--- src/rtl/seg7_pkg.sv ---
// Shared constants for the 7-segment scan driver: segment encodings and FSM state codes.
// Segments are active-low {a,b,c,d,e,f,g}.
package seg7_pkg;

    localparam logic [6:0] SEG_OFF = 7'b1111111;

    // Entry h holds the active-low pattern for hex digit h (entry 0 is the rightmost element).
    localparam logic [15:0][6:0] SEG_TABLE = {
        7'b0111000,  // F
        7'b0110000,  // E
        7'b1000010,  // d
        7'b0110001,  // C
        7'b1100000,  // b
        7'b0001000,  // A
        7'b0000100,  // 9
        7'b0000000,  // 8
        7'b0001111,  // 7
        7'b0100000,  // 6
        7'b0100100,  // 5
        7'b1001100,  // 4
        7'b0000110,  // 3
        7'b0010010,  // 2
        7'b1001111,  // 1
        7'b0000001   // 0
    };

    typedef logic [0:0] state_t;

    localparam state_t ST_SHOW = 1'b0;
    localparam state_t ST_GAP  = 1'b1;

    function automatic logic [6:0] hex_to_seg(input logic [3:0] nib);
        return SEG_TABLE[nib];
    endfunction

endpackage

--- src/rtl/seg7_hex_decode.sv ---
// Combinational hex nibble to active-low 7-segment pattern lookup.
module seg7_hex_decode
    import seg7_pkg::*;
(
    input  logic [3:0] nibble_i,
    output logic [6:0] seg_o
);

    assign seg_o = hex_to_seg(nibble_i);

endmodule

--- src/rtl/seg7_scan_driver.sv ---
// Time-multiplexed common-anode 7-segment driver with valid/ready load and frame-aligned update.
// Define SEG7_LZB_EN to enable leading-zero blanking.
module seg7_scan_driver
    import seg7_pkg::*;
#(
    parameter int NUM_DIGITS  = 4,
    parameter int REFRESH_DIV = 50000
) (
    input  logic                    clk,
    input  logic                    rst,
    input  logic                    load_valid,
    output logic                    load_ready,
    input  logic [4*NUM_DIGITS-1:0] load_data,
    input  logic                    blank,
    output logic [6:0]              seg,
    output logic [NUM_DIGITS-1:0]   an
);

    localparam int PW = $clog2(REFRESH_DIV);
    localparam int IW = (NUM_DIGITS > 1) ? $clog2(NUM_DIGITS) : 1;
    localparam int DW = 4 * NUM_DIGITS;

    localparam logic [PW-1:0] PRE_MAX = PW'(REFRESH_DIV - 1);
    localparam logic [IW-1:0] IDX_MAX = IW'(NUM_DIGITS - 1);

    state_t                  state_q, state_d;
    logic [PW-1:0]           pre_q, pre_d;
    logic [IW-1:0]           idx_q, idx_d;
    logic [DW-1:0]           pending_q, pending_d;
    logic                    pendingFull_q, pendingFull_d;
    logic [DW-1:0]           display_q, display_d;
    logic [6:0]              seg_q, seg_d;
    logic [NUM_DIGITS-1:0]   an_q, an_d;

    logic                    frameBoundary;
    logic [3:0]              curNib;
    logic [6:0]              decSeg;
    logic [NUM_DIGITS-1:0]   anSel;
    logic                    lzbDark;
    logic                    dark;

    always_comb begin
        state_d = state_q;
        pre_d   = pre_q;
        idx_d   = idx_q;
        case (state_q)
            ST_SHOW: begin
                if (pre_q == PRE_MAX) begin
                    pre_d   = '0;
                    idx_d   = (idx_q == IDX_MAX) ? '0 : idx_q + 1'b1;
                    state_d = ST_GAP;
                end else begin
                    pre_d = pre_q + 1'b1;
                end
            end
            default: state_d = ST_SHOW;
        endcase
    end

    // The GAP after the last digit has already wrapped idx to 0, which marks the frame boundary.
    assign frameBoundary = (state_q == ST_GAP) && (idx_q == '0);
    assign load_ready    = ~pendingFull_q;

    always_comb begin
        pending_d     = pending_q;
        pendingFull_d = pendingFull_q;
        display_d     = display_q;
        if (frameBoundary && pendingFull_q) begin
            display_d     = pending_q;
            pendingFull_d = 1'b0;
        end else if (load_valid && load_ready) begin
            pending_d     = load_data;
            pendingFull_d = 1'b1;
        end
    end

    always_comb begin
        curNib = 4'h0;
        anSel  = '0;
        for (int k = 0; k < NUM_DIGITS; k++) begin
            if (idx_q == IW'(k)) begin
                curNib   = display_q[4*k +: 4];
                anSel[k] = 1'b1;
            end
        end
    end

    seg7_hex_decode u_decode (
        .nibble_i (curNib),
        .seg_o    (decSeg)
    );

`ifdef SEG7_LZB_EN
    // A digit above 0 goes dark when it and every more significant nibble are zero.
    logic zerosAbove;
    always_comb begin
        zerosAbove = 1'b1;
        lzbDark    = 1'b0;
        for (int k = NUM_DIGITS - 1; k >= 0; k--) begin
            zerosAbove = zerosAbove & (display_q[4*k +: 4] == 4'h0);
            if ((k > 0) && zerosAbove && anSel[k]) begin
                lzbDark = 1'b1;
            end
        end
    end
`else
    assign lzbDark = 1'b0;
`endif

    assign dark = blank || (state_q == ST_GAP) || lzbDark;

    always_comb begin
        seg_d = decSeg;
        an_d  = ~anSel;
        if (dark) begin
            seg_d = SEG_OFF;
            an_d  = '1;
        end
    end

    always_ff @(posedge clk or posedge rst) begin
        if (rst) begin
            state_q       <= ST_SHOW;
            pre_q         <= '0;
            idx_q         <= '0;
            pending_q     <= '0;
            pendingFull_q <= 1'b0;
            display_q     <= '0;
            seg_q         <= SEG_OFF;
            an_q          <= '1;
        end else begin
            state_q       <= state_d;
            pre_q         <= pre_d;
            idx_q         <= idx_d;
            pending_q     <= pending_d;
            pendingFull_q <= pendingFull_d;
            display_q     <= display_d;
            seg_q         <= seg_d;
            an_q          <= an_d;
        end
    end

    assign seg = seg_q;
    assign an  = an_q;

endmodule

--- config.mk ---
export PLATFORM = sky130hd
export DESIGN_NAME = seg7_scan_driver
export DESIGN_NICKNAME = d
export VERILOG_FILES = /design/src/rtl/seg7_pkg.sv /design/src/rtl/seg7_hex_decode.sv /design/src/rtl/seg7_scan_driver.sv
export SDC_FILE = /design/constraint.sdc
export NUM_CORES = 1
export LEC_CHECK = 0
export BUFFER_PORTS_ARGS = -buffer_cell sky130_fd_sc_hd__buf_2
export CAP_MARGIN = 20
export CELL_PAD_IN_SITES_DETAIL_PLACEMENT = 1
export CELL_PAD_IN_SITES_GLOBAL_PLACEMENT = 2
export CORE_ASPECT_RATIO = 0.8
export CORE_UTILIZATION = 31
export CTS_CLUSTER_SIZE = 10
export DETAILED_ROUTE_END_ITERATION = 12
export PLACE_DENSITY_LB_ADDON = 0.1
export RECOVER_POWER = 50
export SYNTH_ARGS = -nofsm -noshare
export SYNTH_HDL_FRONTEND = slang
export SYNTH_SLANG_ARGS = --single-unit
--- constraint.sdc ---
create_clock -name clk -period 2.5 [get_ports clk]
set_clock_uncertainty 0.2 [all_clocks]
set_input_delay 0.375 -clock clk [delete_from_list [all_inputs] [get_ports clk]]
set_output_delay 0.375 -clock clk [all_outputs]
set_load 0.01 [all_outputs]
# [After elaboration in Yosys (flattened, before gate mapping)]
# Memory sizes are Yosys's and may differ from the RTL's.
# Cells that the tools add are included.
[word_totals] out_inout_bits=12 ff_bits=63 rom_bits=112 input_bits=20 memories=1 elab_cells=45
[mem_list] memory="(name not given)" depth=16 word_bits=7 rd=1 rd_clocked_by_memory_dff=0 write_ports=0 line="seg7_pkg.sv:33" rtl="return SEG_TABLE[nib];"
[op_classes] add_sub_neg=2 bitwise_logic=4 n_eq_ne=4 n_reduce_logical=8 magnitude_cmp=1 mux=17
[op_table] op="two-way mux 4 bit" count=5
[op_table] op="adder 16 x 1 -> 16 bit, second input constant" count=1
[op_table] op="== test 16 bit, second input constant" count=1
[op_table] op="two-way mux 16 bit" count=1
[op_table] op="two-way mux 7 bit" count=2
[op_table] op="two-way mux 1 bit" count=8
[op_table] op="< comparator 4 x 5 -> 1 bit, second input constant" count=1
[op_table] op="== test 2 bit, second input constant" count=2
[op_table] op="inverter 4 bit" count=1
[op_table] op="AND reduction 2 bit" count=2
[op_table] op="logical AND 1 bit" count=3
[op_table] op="inverter 1 bit" count=3
[op_table] op="adder 2 x 1 -> 2 bit, second input constant" count=1
[op_table] op="== test 2 x 1 -> 1 bit, second input constant" count=1
[op_table] op="logical NOT 2 bit" count=1
[op_table] op="two-way mux 2 bit" count=1
[op_table] op="nonzero test 2 bit" count=1
[op_table] op="logical OR 1 bit" count=1

# [Longest topological paths before layout]
[logic_depth] word_depth=8 mapped_depth=11 depth_no_buf=10

# [Hierarchy]
# From an unflattened synthesis, not the netlist that was laid out.
[unflattened] hier_cells=244 area_unflattened_um2=2942.8
[modules_own_cells] module="seg7_scan_driver" seq_area_each_um2=1590.3 cells_per_inst=211 area_each_um2=2673.8 n_inst=1
[modules_own_cells] module="seg7_hex_decode" seq_area_each_um2=0.0 cells_per_inst=33 area_each_um2=269.0 n_inst=1

# [Least setup slack after synthesis]
# No wires, ideal clock.
[synth_path] kind="reg-to-reg" start="register idx_q[0]" end="register seg_q[3], in the netlist seg[3]" arrival_ns=2.062 n_path_buf=0 path_stages_with_launch=11 path_slack_ns=0.161 required_time_ns=2.223 period_less_slack_ns=2.339 setup_time_ns=0.077 path_cell_list="dfrtp_1 > inv_1 > ha_1 > or3b_2 > o21ai_1 > a31oi_1 > inv_1 > ha_1 > a21oi_1 > o21ai_0 > a21o_1"
[synth_between] elab_chain_cells=8 elab_cells_between_ends=11 classes_between="3 x eq/ne; 6 x mux; 1 x reduce/logical; 1 x memory"
[synth_rtl] element="start: declaration" line="seg7_scan_driver.sv:28" rtl="logic [IW-1:0] idx_q, idx_d;"
[synth_rtl] element="start signal: assignment" line="seg7_scan_driver.sv:134" rtl="idx_q <= idx_d;"
[synth_rtl] element="logical NOT 2 bit" line="seg7_scan_driver.sv:81" rtl="if (idx_q == IW'(k)) begin"
[synth_rtl] element="two-way mux 4 bit (3 in a row)" line="seg7_scan_driver.sv:81"
[synth_rtl] element="two-way mux 4 bit (*)" line="seg7_scan_driver.sv:81"
[synth_rtl] element="memory (16 x 7 bit) (*)"
[synth_rtl] element="two-way mux 7 bit (not written as such) (*)" line="seg7_pkg.sv:33"
[synth_rtl] element="two-way mux 7 bit (*)" line="seg7_scan_driver.sv:115" rtl="if (dark) begin"
[synth_rtl] element="named net seg_d[3]" line="seg7_scan_driver.sv:32" rtl="logic [6:0] seg_q, seg_d;"
[synth_rtl] element="end signal: assignment" line="seg7_scan_driver.sv:138" rtl="seg_q <= seg_d;"
[synth_rtl] element="end: declaration" line="seg7_scan_driver.sv:32"
# Mark *: on every way through the listed nets, which the timed path passes. The rest lies on a longest branch. The select of a mux whose other input is x is not followed.
# A chain may end at the register's enable or synchronous reset.

# [Worst setup path after layout]
# Ends and elaborated chain as after synthesis.

==> summary.md <==
| Metric | Value |
|---|---|
| Largest family of logic cells by synthesized area | simple AND/OR/NAND/NOR gates |
| Req. time, crit path | 2.56 ns |
| I/O pin count | 32 |
| Via count of the first global-routing pass | 1962 |
| Arrival time reported for the critical path endpoint | 2.39 ns |
| Total wire length | 6270 um |
| Initial antenna violation count | 0 |
| Wire length of the first global-routing pass | 10400 um |
| Reg clk slew, reported paths | 0.06 ns |
| Clock power share | 53.0% |
| Fin area | 3630 um2 |
| Dpl cell area | 3310 um2 |
| Clock Root Buffer | clkbuf_16 |
| Number of clock buffers inserted by TritonCTS | 9 |
| DRT Pass-1 Iters | 4 |
| Placed wire-length estimate after detailed placement | 4350 um |
| Final setup viols | 0 |
| Leading cell type in the layout, fill and taps excluded | dfrtp_1 |
| Number of DRC markers in iteration 0 | 43 |
| Worst setup timing slack at the placement stage | 0.114 ns |
| Critical path class | reg2reg |
| Category of the worst setup path capture point | register |
| Worst rel slew slack | 4.78% |
| Switching power | 0.510 mW |
| Maximum resistive drop on vdd | 0.000496 V |
| Parity-gate share of the synthesized area counting xor and xnor cells | 3.28% |
| Commonest non-fill, non-tap cells in the layout | dfrtp_1 (52), mux2_2 (32), buf_2 (32) |
| Number of nets at the end of the flow | 320 |
| Initial core utilization | 32.2% |
| Classification of the worst-slack hold path | in2reg |
| RR Startpoint | idx_q[0] |
| Tcrit/Tclk final | 93.3% |
| Residual DRC | 0 |
| Via density per instance | 4.75 |
| Slew at the pin closest to its max-slew limit | 1.43 ns |
| Simple logic cell fraction of the synthesized area | 14.1% |
| Setup repair after global routing missed its margin | false |
| GRT Residual Overflow | 0 |
| GPL Wtd Cong | 0.751 |
| Launching element of the worst setup path | idx_q[0] |
| Width of the chip | 111 um |
| EDFF count, synth | 0 |
| DIE HEIGHT | 89.0 um |
| Minimum hold slack | 0.0702 ns |
| Critical R2R Capture | seg[3] |
| Clock latency of the later-clocked register in the worst-skew pair | 0.33 ns |
| Sequential area share after synthesis | 54.2% |
| Cell Count, Final, Fillers Out | 408 |
| Share of synthesized registers carrying an async set or reset | 100% |
| Pleak | 1.70 nW |
| End of the critical path | seg[3] |
| Multiplexer fraction of the synthesized cell area | 13.6% |
| Maximum number of pins on one net before global-route repair | 64 |
| Switching share of total power | 20.5% |
| Result of the run | completed |
| Clock tree from TritonCTS | done |
| Final worst path period need | 2.33 ns |
| Post-synthesis cell area | 2940 um2 |
| Total GRT Usage | 13.9% |
| TNS Setup | 0 ns |
| Worst setup SP type | register |
| Antenna viol nets, final | 0 |
| Post-route worst setup slack | 0.167 ns |
| Total inserted antenna cells | 0 |
| Final Max Slew Viols | 0 |
| Total placed cells including tap cells | 392 |
| Number of nets in the synthesized netlist | 271 |
| CTS max path bufs | 2 |
| Placeable core area | 9110 um2 |
| Share of the synthesized area in the top cell type | 44.3% |
| Final core occ | 39.8% |
| Yosys top cell by area | dfrtp_1 |
| Reg-to-reg setup timing slack | 0.17 ns |
| Origin of the worst min-delay path | load_valid |
| Cells after synthesis | 240 |
| Die area | 9860 um2 |
| Highest fanout seen on the critical path | 4 |
| Comb pwr share | 3.4% |
| Level count of the clock H-tree | 3 |
| Share of cells above drive strength 1 | 39.6% |
| Part of the power in registers | 43.7% |
| Max-Cap Viols | 0 |
| Number of rows in the core area | 31 |
| Power density relative to cell area | 684 nW/um2 |
| Number of I/O port buffers | 31 |
| Area Growth Syn to Fin | 23.6% |
| Mean instance size in the synthesized netlist | 12.2 um2 |
| Max frequency | 429 MHz |
| Total clock sinks | 63 |
| Power after layout | 2.48 mW |
| Depth of the most critical reg-to-reg path | 10 |
| Yosys warnings | 0 |
| Share of synthesized cell area in full adder, half adder and majority cells | 4.69% |
| FF+latch count, synth | 63 |
| Vias | 1938 |
| Fraction of the mapped netlist area in compound gates | 7.67% |
| Detail-routed net length per standard cell | 15.4 um |
| Synth unique cells | 47 |
| Cell internal pwr | 1.97 mW |
| Flip-flop cell with the highest count after synthesis | dfrtp_1 |
| Number of failing hold endpoints at the final stage | 0 |
| Main area contributors after synthesis | dfrtp_1 (44%), mux2_2 (12%), dfstp_2 (9.8%) |
[power by group through the flow]
stage,sequential (mW),combinational (mW),clock [mW]
2_1_floorplan,1.10,0.0504,0
3_3_place_gp,1.10,0.0877,0
3_5_place_dp,1.10,0.0890,0
4_1_cts,1.08,0.0907,1.35
5_1_grt,1.09,0.0961,1.40
6_report,1.08,0.0838,1.31
[final cells by class]
type	instances	area, um2
Clock buffer	9	225
Tap cell	115	144
Multi-Input combinational cell	159	1280
Clock inverter	6	86.3
Sequential cell	63	1590
Timing Repair Buffer	45	256
Fill cell	983	5490
Inverter	11	41.3
[synthesized netlist by cell type, types with 3 or more instances]
cell type,n
nor2_1,12
mux2i_1,4
nand3_1,6
clkbuf_1,3
dfstp_2,11
mux2_2,32
o221ai_1,3
a21oi_1,5
nand3b_1,5
nand2b_1,3
inv_1,11
o21ai_0,8
nor2b_1,3
buf_2,3
nor3_1,4
nand2_1,18
dfrtp_1,52
xor2_1,7
xnor2_1,4
ha_1,11
a21o_1,3
[registers in the layout, summed over array words and instances, names as in the netlist]
register	cells
idx_q	2
pre_q	16
state_q	1
pending_q	16
seg	7
pendingFull_q	1
display_q	16
an	4
[worst min path at each step]
stage                    end  slack (ns)  depth (start not counted)
2_1_floorplan      pre_q[15]        0.25                          1
3_3_place_gp    pending_q[5]        0.27                          3
3_5_place_dp       pre_q[12]        0.27                          3
4_1_cts        pendingFull_q        0.06                          2
5_1_grt        pendingFull_q        0.06                          2
6_report       pendingFull_q        0.07                          2
[routing by layer]
metal | part of all wire (%) | GRT usage, % | vias up
met5 | 0 | 0 | -
met4 | 1.5 | 5.82 | 0
met3 | 3.4 | 4.47 | 9
met2 | 41 | 19.4 | 35
met1 | 54 | 19.8 | 951
li1 | - | - | 943
[critical path: stages (launching register included)]
cell,delay (ns)
dfrtp_1,0.41
inv_2,0.10
ha_1,0.18
or3b_2,0.44
o21ai_1,0.08
a31oi_1,0.08
buf_4,0.18
ha_1,0.23
inv_2,0.08
o21ai_0,0.09
a21o_1,0.19
[cells by family (layout without fill, tap and decap cells)]
| group | count (synthesis) | after routing |
|---|---|---|
| compound gates | 32 | 32 |
| xor+xnor | 11 | 11 |
| fa+ha+maj | 11 | 11 |
| buf+inv | 18 | 71 |
| flops | 63 | 63 |
| mux | 36 | 36 |
| simple gates | 69 | 69 |
[what timing repair did]
item,CTS,global route
gates resized for setup,0,7
setup endpoints to repair,0,2
endpoints found under the hold margin,52,0
hold buffers,1,0
buffers inserted,0,0
Note: power is estimated with default switching activity, not from simulation.
